<file path="src/rtl/npu_agu_pkg.sv">
// Shared AGU types: FSM state encoding, default widths
// and the FC tiling config bundle.
package npu_agu_pkg;

  localparam int AGU_ADDR_W   = 12;
  localparam int AGU_PIECE_W  = 8;
  localparam int AGU_STRIDE_W = 4;

  typedef enum logic [1:0] {
    IDLE     = 2'd0,
    WAIT_GRP = 2'd1,
    REQ      = 2'd2,
    DONE     = 2'd3
  } agu_state_e;

  // Config latched on an accepted start. Fields are sized
  // for the default widths; instance widths must not exceed them.
  typedef struct packed {
    logic [AGU_ADDR_W-1:0]   start_addr;
    logic [AGU_PIECE_W-1:0]  in_pieces;
    logic [AGU_PIECE_W-1:0]  out_pieces;
    logic [AGU_STRIDE_W-1:0] in_stride;
  } agu_fc_cfg_t;

endpackage

</file>
<file path="src/rtl/agu_nested_cnt.sv">
// Two-level wrap counter: inner index runs 0..innerN-1, then
// outer advances; o_wrap strobes on the advance that ends both.
// Ports: i_clk, i_rst (sync, high), i_clr, i_adv,
//   i_innerN/i_outerN (counts), o_innerLast, o_outerLast, o_wrap.
module agu_nested_cnt #(
  parameter int W = 8
) (
  input  logic         i_clk,
  input  logic         i_rst,
  input  logic         i_clr,
  input  logic         i_adv,
  input  logic [W-1:0] i_innerN,
  input  logic [W-1:0] i_outerN,
  output logic         o_innerLast,
  output logic         o_outerLast,
  output logic         o_wrap
);

  logic [W-1:0] innerIdx;
  logic [W-1:0] outerIdx;

  assign o_innerLast = innerIdx == i_innerN - W'(1);
  assign o_outerLast = outerIdx == i_outerN - W'(1);
  assign o_wrap = i_adv & o_innerLast & o_outerLast;

  always_ff @(posedge i_clk) begin
    if (i_rst || i_clr) begin
      innerIdx <= '0;
      outerIdx <= '0;
    end else if (i_adv) begin
      if (o_innerLast) begin
        innerIdx <= '0;
        outerIdx <= o_outerLast ? '0 : outerIdx + W'(1);
      end else begin
        innerIdx <= innerIdx + W'(1);
      end
    end
  end

endmodule

</file>
<file path="src/rtl/iagu_fc_v2.sv">
// FC input address generator: per output piece, sweeps all input
// pieces at a stride, one IOB read per group trigger (valid/ready).
// Ports: i_clk, i_rst (sync, high); config i_start_addr,
//   i_in_pieces, i_out_pieces, i_in_stride; triggers i_agu_start,
//   i_group_start; IOB o_iob_ren/i_iob_rdy/o_iob_raddr/o_last_in;
//   status o_precomp_rdy, o_group_load_end, o_done, o_err_overrun.
// Option IAGU_FC_V2_PERF_EN adds o_stall_cnt (stalled req cycles).
module iagu_fc_v2
  import npu_agu_pkg::*;
#(
  parameter int ADDR_W   = AGU_ADDR_W,
  parameter int PIECE_W  = AGU_PIECE_W,
  parameter int STRIDE_W = AGU_STRIDE_W
) (
  input  logic                i_clk,
  input  logic                i_rst,
  input  logic [ADDR_W-1:0]   i_start_addr,
  input  logic [PIECE_W-1:0]  i_in_pieces,
  input  logic [PIECE_W-1:0]  i_out_pieces,
  input  logic [STRIDE_W-1:0] i_in_stride,
  input  logic                i_agu_start,
  input  logic                i_group_start,
  output logic                o_precomp_rdy,
  output logic                o_iob_ren,
  input  logic                i_iob_rdy,
  output logic [ADDR_W-1:0]   o_iob_raddr,
  output logic                o_last_in,
  output logic                o_group_load_end,
  output logic                o_done,
  output logic                o_err_overrun
`ifdef IAGU_FC_V2_PERF_EN
  ,
  output logic [15:0]         o_stall_cnt
`endif
);

  agu_state_e  state;
  agu_state_e  stateNxt;
  agu_fc_cfg_t cfgQ;
  logic [ADDR_W-1:0] addrQ;
  logic errQ;

  logic startOk;
  logic zeroCfg;
  logic accept;
  logic inLast;
  logic outLast;
  logic tileEnd;
  logic dropGrp;

  assign startOk = (state == IDLE) & i_agu_start;
  assign zeroCfg = (i_in_pieces == '0) | (i_out_pieces == '0);
  assign accept  = (state == REQ) & i_iob_rdy;

  agu_nested_cnt #(
    .W(PIECE_W)
  ) uCnt (
    .i_clk      (i_clk),
    .i_rst      (i_rst),
    .i_clr      (startOk),
    .i_adv      (accept),
    .i_innerN   (PIECE_W'(cfgQ.in_pieces)),
    .i_outerN   (PIECE_W'(cfgQ.out_pieces)),
    .o_innerLast(inLast),
    .o_outerLast(outLast),
    .o_wrap     (tileEnd)
  );

  // A trigger is lost while a request is still pending, when the
  // accept ends the tiling, or during the done cycle.
  assign dropGrp = i_group_start &
    (((state == REQ) & ~(accept & ~tileEnd)) |
     (state == DONE));

  always_ff @(posedge i_clk) begin
    if (i_rst) begin
      state <= IDLE;
    end else begin
      state <= stateNxt;
    end
  end

  always_comb begin
    stateNxt = state;
    unique case (state)
      IDLE: begin
        if (i_agu_start) begin
          stateNxt = zeroCfg ? DONE : WAIT_GRP;
        end
      end
      WAIT_GRP: begin
        if (i_group_start) begin
          stateNxt = REQ;
        end
      end
      REQ: begin
        if (accept) begin
          if (tileEnd) begin
            stateNxt = DONE;
          end else if (i_group_start) begin
            stateNxt = REQ;
          end else begin
            stateNxt = WAIT_GRP;
          end
        end
      end
      DONE: begin
        stateNxt = IDLE;
      end
      default: begin
        stateNxt = IDLE;
      end
    endcase
  end

  always_ff @(posedge i_clk) begin
    if (i_rst) begin
      cfgQ  <= '0;
      addrQ <= '0;
      errQ  <= 1'b0;
    end else if (startOk) begin
      cfgQ.start_addr <= AGU_ADDR_W'(i_start_addr);
      cfgQ.in_pieces  <= AGU_PIECE_W'(i_in_pieces);
      cfgQ.out_pieces <= AGU_PIECE_W'(i_out_pieces);
      cfgQ.in_stride  <= AGU_STRIDE_W'(i_in_stride);
      addrQ <= i_start_addr;
      errQ  <= 1'b0;
    end else begin
      if (accept) begin
        addrQ <= inLast ? ADDR_W'(cfgQ.start_addr)
                        : addrQ + ADDR_W'(cfgQ.in_stride);
      end
      if (dropGrp) begin
        errQ <= 1'b1;
      end
    end
  end

`ifdef IAGU_FC_V2_PERF_EN
  logic [15:0] stallQ;

  always_ff @(posedge i_clk) begin
    if (i_rst || startOk) begin
      stallQ <= '0;
    end else if ((state == REQ) && !i_iob_rdy &&
                 (stallQ != 16'hFFFF)) begin
      stallQ <= stallQ + 16'd1;
    end
  end

  assign o_stall_cnt = stallQ;
`endif

  assign o_precomp_rdy    = (state == WAIT_GRP) | (state == REQ);
  assign o_iob_ren        = state == REQ;
  assign o_iob_raddr      = (state == REQ) ? addrQ : '0;
  assign o_last_in        = (state == REQ) & inLast;
  assign o_group_load_end = accept;
  assign o_done           = state == DONE;
  assign o_err_overrun    = errQ;

endmodule

</file>
<file path="config.mk">
export PLATFORM = sky130hd
export DESIGN_NAME = iagu_fc_v2
export DESIGN_NICKNAME = d
export VERILOG_FILES = /design/src/rtl/npu_agu_pkg.sv /design/src/rtl/agu_nested_cnt.sv /design/src/rtl/iagu_fc_v2.sv
export SDC_FILE = /design/constraint.sdc
export NUM_CORES = 1
export LEC_CHECK = 0
export ABC_CLOCK_PERIOD_IN_PS = 5100
export BUFFER_PORTS_ARGS = -buffer_cell sky130_fd_sc_hd__buf_2
export CORE_MARGIN = 2
export CORE_UTILIZATION = 45
export CTS_CLUSTER_SIZE = 8
export DETAILED_ROUTE_END_ITERATION = 12
export GPL_TIMING_DRIVEN = 0
export PLACE_DENSITY = 0.66
export SLEW_MARGIN = 20
export SYNTH_ARGS = -nofsm -noshare
export SYNTH_HDL_FRONTEND = slang
export SYNTH_SLANG_ARGS = --single-unit
</file>
<file path="constraint.sdc">
create_clock -name i_clk -period 5.1 [get_ports i_clk]
set_input_delay 0.255 -clock i_clk [delete_from_list [all_inputs] [get_ports i_clk]]
set_output_delay 0.255 -clock i_clk [all_outputs]
set_load 0.02 [all_outputs]
</file>
==> impl_metrics.ini, run 1 <==
[timing]
final.min_clock_period_ns = 3.32
setup_viol = 0
worst_slew_pin_slew_ns = 0.657
finalClockSkew_ns = 0.00571
tns_ns = 0
worst_slack_ns = 1.78
hold_violations = 0
maxSlewHeadroom_pct = 56.1
maxSlewViolCount = 0
min_period_over_period_pct = 65.1
fmax_mhz = 301
rsz0062_at_grt = false

[synthesis]
yosysSeqAreaShare_pct = 34.5
ys.flop_type = dfxtp_1
synth_seq_cells = 63
synth_cell_types = 56
synthTopCellsByCount = nand2_1 (93), dfxtp_1 (63), a21oi_1 (48), inv_1 (20), clkbuf_1 (19)
yosys_warnings = 0
synth_area_leader_cell = dfxtp_1
synth.avg_cell_area_sq_um = 7.86
synth-edff-count = 0
yosysMostFrequentCell = nand2_1
synth_top_area_share_pct = 34.5
yosys-top-cells-area = dfxtp_1 (34%), nand2_1 (9.5%), a21oi_1 (6.6%)
synth.cell_area_sq_mm = 0.00366
async_flop_share_pct = 0
synth_fp_nets = 516
syn_inst = 465

[floorplan]
die-area_sq_mm = 0.00886
die_w_um = 94.1
start_util_pct = 46.8
io_pins = 55
rows = 32
core_sq_mm = 0.00781
die_h_um = 94.1

[grt]
antenna_found_initial = 0
gr-usage-all-layers_pct = 24.0
grt_max_degree = 11
grt_pass1_vias = 3360
grt-ovfl-total = 0
grt_pass1_wl_um = 16700

[cts]
ctsResizeCount = 0
cts_buffers = 9
clock_latency_ns = 0.34
clkTransAtPathRegs_ns = 0.07
holdBufCountCts = 0
clockBufferDepth = 2
clock_sinks = 63
htree_levels = 3
tritoncts = yes
cts-root-buf = clkbuf_8
cts_setup_buffers = 0

[worst_setup_path]
start_kind = flip-flop
path_class = flip-flop to primary output
crit_path_end_kind = primary output
crit_arrival_ns = 3.07
cp_max_fo = 10
required_ns = 4.85

[power_and_ir_drop]
p_leak_nw = 1.71
switching_share_pct = 38.2
p_int_w = 0.00111
powerDensity_mw_per_mm2 = 420
pwr-share-seq_pct = 36.4
comb_power_share_pct = 36.9
ir_worst_vdd_uv = 195
pwr-share-clk_pct = 26.7
switchingPower_w = 0.000684

[run_status]
status = finished clean

[layout]
multi_input_area_sq_mm = 0.00222
finish.utilization_pct = 54.6
nets = 581
syn_to_final_growth_pct = 16.7
drive_gt1_share_pct = 14.4
diodes = 0
seqCellArea_sq_mm = 0.00126
fillCellCount = 782

[drt]
drt_first_pass_iters = 6
dr_total_vias = 3600
drc = 0
routed_via_density = 5.66
dr.first_iter.drc_count = 251
drt_wl_total_um = 10100
wl_per_cell_um = 15.9
ant_nets = 0

[place]
pre_cts_ws_ns = 2.20
port_buffers = 54
place.gp.congestion = 0.883
place_hpwl_um = 7420

[flow_run]
cap_viol_max_count = 0

[min_path]
hp-class = input pin to flip-flop
==> final cells by class <==
type	count	area share, %
multi-input combinational	357	52.0
sequential	63	29.6
timing repair buffer	54	6.34
clock buffer	11	3.31
tap	102	2.99
buffer	25	2.41
inverter	20	1.76
clock inverter	4	1.64
==> worst max-delay path, cell delays in order, from the launching register on <==
cell      delay, ns
dfxtp_1        0.38
inv_1          0.09
ha_1           0.21
nor4b_1        0.37
xnor2_1        0.12
or4_4          0.45
a211o_1        0.42
clkbuf_1       0.30
nor2_1         0.19
buf_2          0.18
==> registers in the layout, summed over array words and instances (netlist names) <==
| name | flops |
|---|---|
| cfgQ | 32 |
| addrQ | 12 |
| uCnt.innerIdx | 8 |
| uCnt.outerIdx | 8 |
| state | 2 |
| o_err_overrun | 1 |
==> layer usage <==
metal | routed length, um | global-route usage, % | up-vias
met3 | 572 | 4.17 | 13
met1 | 4400 | 31.6 | 1682
met2 | 5030 | 40.3 | 121
li1 | - | - | 1784
met5 | 0 | 0 | -
met4 | 111 | 6.64 | 0
==> final timing paths <==
check | startpoint | slack [ns] | to | cells after the start
worst max-delay path | cfgQ[12] | 1.78 | o_last_in | 9
worst min-delay path | i_in_stride[3] | 0.15 | cfgQ[3] | 3
worst max register to register | cfgQ[12] | 2.21 | addrQ[9] | 9
worst min register to register | cfgQ[24] | 0.46 | cfgQ[24] | 2
==> cells in the final DEF (no fill, tap or decap), types with 3 or more instances in the layout <==
cell and instances:
and2_1 12, nor2b_1 3, nand3b_1 4, a21boi_0 3, buf_2 55, o211ai_1 10
mux2i_1 8, xor2_1 16, inv_1 20, nor3_1 13, nor4_1 8, clkbuf_1 20
nand3_1 12, o31ai_1 5, xnor2_1 15, clkbuf_8 10, a21oi_1 48, o22ai_1 10
nor2_1 16, and4_1 3, ha_1 13, a211oi_1 7, nand2b_1 3, o21ai_0 9
buf_1 4, o2111ai_1 8, nand2_1 93, dfxtp_1 63, or3_1 5
==> power groups by stage <==
stage	sequential, W	clock (W)	combinational, W
floorplan	0.000638	0	0.000494
global placement	0.000657	0	0.000636
detailed placement	0.000660	0	0.000657
CTS	0.000650	0.000485	0.000661
global route	0.000661	0.000505	0.000742
finish	0.000651	0.000479	0.000661
==> per-stage QoR <==
stage	area, sq um	power [W]	hold WS [ns]	instances
floorplan	3660	0.00113	0.391	465
finish	4270	0.00179	0.152	636
global route	4270	0.00191	0.165	636
detailed placement	4050	0.00132	0.448	621
CTS	4270	0.00179	0.147	636
global placement	4050	0.00129	0.441	621
==> logic make-up after synthesis <==
family          count (synthesis)  share of synthesized area, %
flops                          63                          34.5
mux                             8                          2.19
compound gates                121                          22.1
xor+xnor                       31                          7.43
buf+inv                        45                          4.86
simple gates                  183                          23.9
fa+ha+maj                      14                          5.00
Note: power is estimated with default switching activity, not from simulation.
==> inputs of run 2 (changes only) <==
--- a/config.mk
+++ b/config.mk
@@ -5,7 +5,7 @@
 export SDC_FILE = /design/constraint.sdc
 export NUM_CORES = 1
 export LEC_CHECK = 0
-export ABC_CLOCK_PERIOD_IN_PS = 5100
+export ABC_CLOCK_PERIOD_IN_PS = 3170
 export BUFFER_PORTS_ARGS = -buffer_cell sky130_fd_sc_hd__buf_2
 export CORE_MARGIN = 2
 export CORE_UTILIZATION = 45
==> constraint.sdc (replaced) <==
create_clock -name i_clk -period 3.17 [get_ports i_clk]
set_input_delay 0.1585 -clock i_clk [delete_from_list [all_inputs] [get_ports i_clk]]
set_output_delay 0.1585 -clock i_clk [all_outputs]
set_load 0.02 [all_outputs]
==> run 2 against run 1 <==
Worst setup slack lost 1.7 ns. Register-to-register slack worse by 2.0 ns. Sequential cell count stayed put. Routed wire length shrank 0.19%. Critical path depth shrank 3. Via count up 0.94%. Clock-buffer cell count unchanged. Non-clock buffer count down 1. Combinational power is 60% higher. Power is 61% higher. Hold slack lost 0.096 ns. Clock skew rose by 0.00067 ns. Critical endpoint unchanged.
==> impl_metrics.ini, run 2 (synthesis results as in run 1) <==
[place]
place.gp.congestion = 0.883
placed_cells = 621
pre_cts_ws_ns = 0.352
port_buffers = 54
place_area_sq_mm = 0.00405
place_hpwl_um = 7420

[flow_run]
cap_viol_max_count = 0

[worst_setup_path]
crit_path_end_kind = primary output
critPathSlowestCell = or4_4
path_class = flip-flop to primary output
start_kind = flip-flop
r2r-end = addrQ[10]
cp_max_fo = 14
r2r-start = cfgQ[14]
required_ns = 3.01
crit_arrival_ns = 2.90
slowest_delay_ns = 0.54
crit_family = simple AND/OR/NAND/NOR gates
path_cells = or3_4 > o31a_1 > or4_4 > a211o_1 > nor2_1 > buf_2
r2r_cells = 7
crit_buf_inv = 1
rrSetupSlack_ns = 0.21

[floorplan]
die-area_sq_mm = 0.00886
rows = 32
io_pins = 55
core_sq_mm = 0.00781
start_util_pct = 46.8
die_w_um = 94.1
die_h_um = 94.1

[cts]
clock_latency_ns = 0.34
cts_buffers = 9
clkTransAtPathRegs_ns = 0.07
tritoncts = yes
clock_sinks = 63
holdBufCountCts = 0
clockBufferDepth = 2
cts-root-buf = clkbuf_8
htree_levels = 3

[grt]
antenna_found_initial = 0
grt_pass1_vias = 3370
grt_pass1_wl_um = 16700
grt-ovfl-total = 0
gr-usage-all-layers_pct = 23.9
grt_max_degree = 15

[timing]
setup_viol = 0
whs_ns = 0.0566
maxSlewViolCount = 0
rsz0062_at_grt = false
maxSlewHeadroom_pct = 55.7
hold_violations = 0
min_period_over_period_pct = 96.4
worst_slack_ns = 0.115
final.min_clock_period_ns = 3.05
tns_ns = 0
fmax_mhz = 327
worst_slew_pin_slew_ns = 0.662
finalClockSkew_ns = 0.00638

[layout]
nets = 580
diodes = 0
mostFrequentLayoutCell = nand2_1
top_regs = cfgQ: 32 flops, addrQ: 12 flops
multi_input_area_sq_mm = 0.00222
fillCellCount = 779
stdcell_count = 635
seqCellArea_sq_mm = 0.00126
top_register = cfgQ
final_cell_mix = nand2_1 (93), dfxtp_1 (63), buf_2 (55)
drive_gt1_share_pct = 14.6
final_cell_area_sq_mm = 0.00427
largest_reg_flops = 32
syn_to_final_growth_pct = 16.7

[drt]
drt_wl_total_um = 10100
dr_total_vias = 3634
ant_nets = 0
routed_via_density = 5.72
wl_per_cell_um = 15.9
dr.first_iter.drc_count = 230
drc = 0
drt_first_pass_iters = 6

[min_path]
holdPathStages = 3
min_from = i_in_stride[3]
holdPathEnd = cfgQ[3]
hp-class = input pin to flip-flop

[power_and_ir_drop]
powerDensity_mw_per_mm2 = 676
p_leak_nw = 1.71
ir_worst_vdd_uv = 312

[run_status]
status = finished clean
run 2: cell count changes in the layout (fill, tap and decap cells not counted):
cell	before	now
clkbuf_1	20	19
nor4b_1	1	0
nor4b_2	0	1
run 2: worst register-to-register path: cells and delay by family (launching register included):
kind,cells,cell delay [ns]
and+or+nand+nor,2,0.97
buffers and inverters,1,0.32
AOI/OAI and AO/OA,3,1.05
muxes,1,0.15
DFF,1,0.38
run 2: worst max path at each step:
stage,to,slack [ns],start,depth (start not counted)
after global routing,o_last_in,0.02,cfgQ[14],6
after floorplan,o_last_in,0.61,cfgQ[14],6
after CTS,o_last_in,0.14,cfgQ[14],6
after detailed placement,addrQ[9],0.35,cfgQ[12],9
after global placement,addrQ[9],0.36,cfgQ[14],7
final,o_last_in,0.12,cfgQ[14],6
run 2: area by class of cell:
type / count / share of cell area (%)
inverter: 20 / 1.76
buffer: 24 / 2.32
clock buffer: 11 / 3.31
tap: 102 / 2.99
multi-input combinational: 357 / 52.1
timing repair buffer: 54 / 6.33
clock inverter: 4 / 1.64
sequential: 63 / 29.6
run 2: per-layer routing:
metal | share of wire [%] | global-route usage (%) | vias to the layer above
li1 | - | - | 1788
met1 | 44 | 31.3 | 1706
met2 | 49 | 40.1 | 128
met3 | 5.3 | 4.25 | 12
met4 | 1.2 | 7.25 | 0
met5 | 0 | 0 | -
run 2: repair_timing:
action,in CTS,in global routing
endpoints found under the setup margin,1,0
hold endpoints to repair,0,0
setup buffers,0,0
gates resized for setup,1,0
run 2: power by group:
| part | leakage [nW] | internal (W) | switching, W |
|---|---|---|---|
| Clock | 0.109 | 0.000458 | 0.000316 |
| Combinational | 1.08 | 0.000403 | 0.000662 |
| Sequential | 0.515 | 0.000922 | 0.000126 |
run 2: metrics by stage:
step | total power [W] | util [%]
floorplan | 0.00182 | -
detailed placement | 0.00212 | 51.9
finish | 0.00289 | 54.7
CTS | 0.00289 | 54.7
global placement | 0.00208 | 51.9
global route | 0.00307 | 54.7
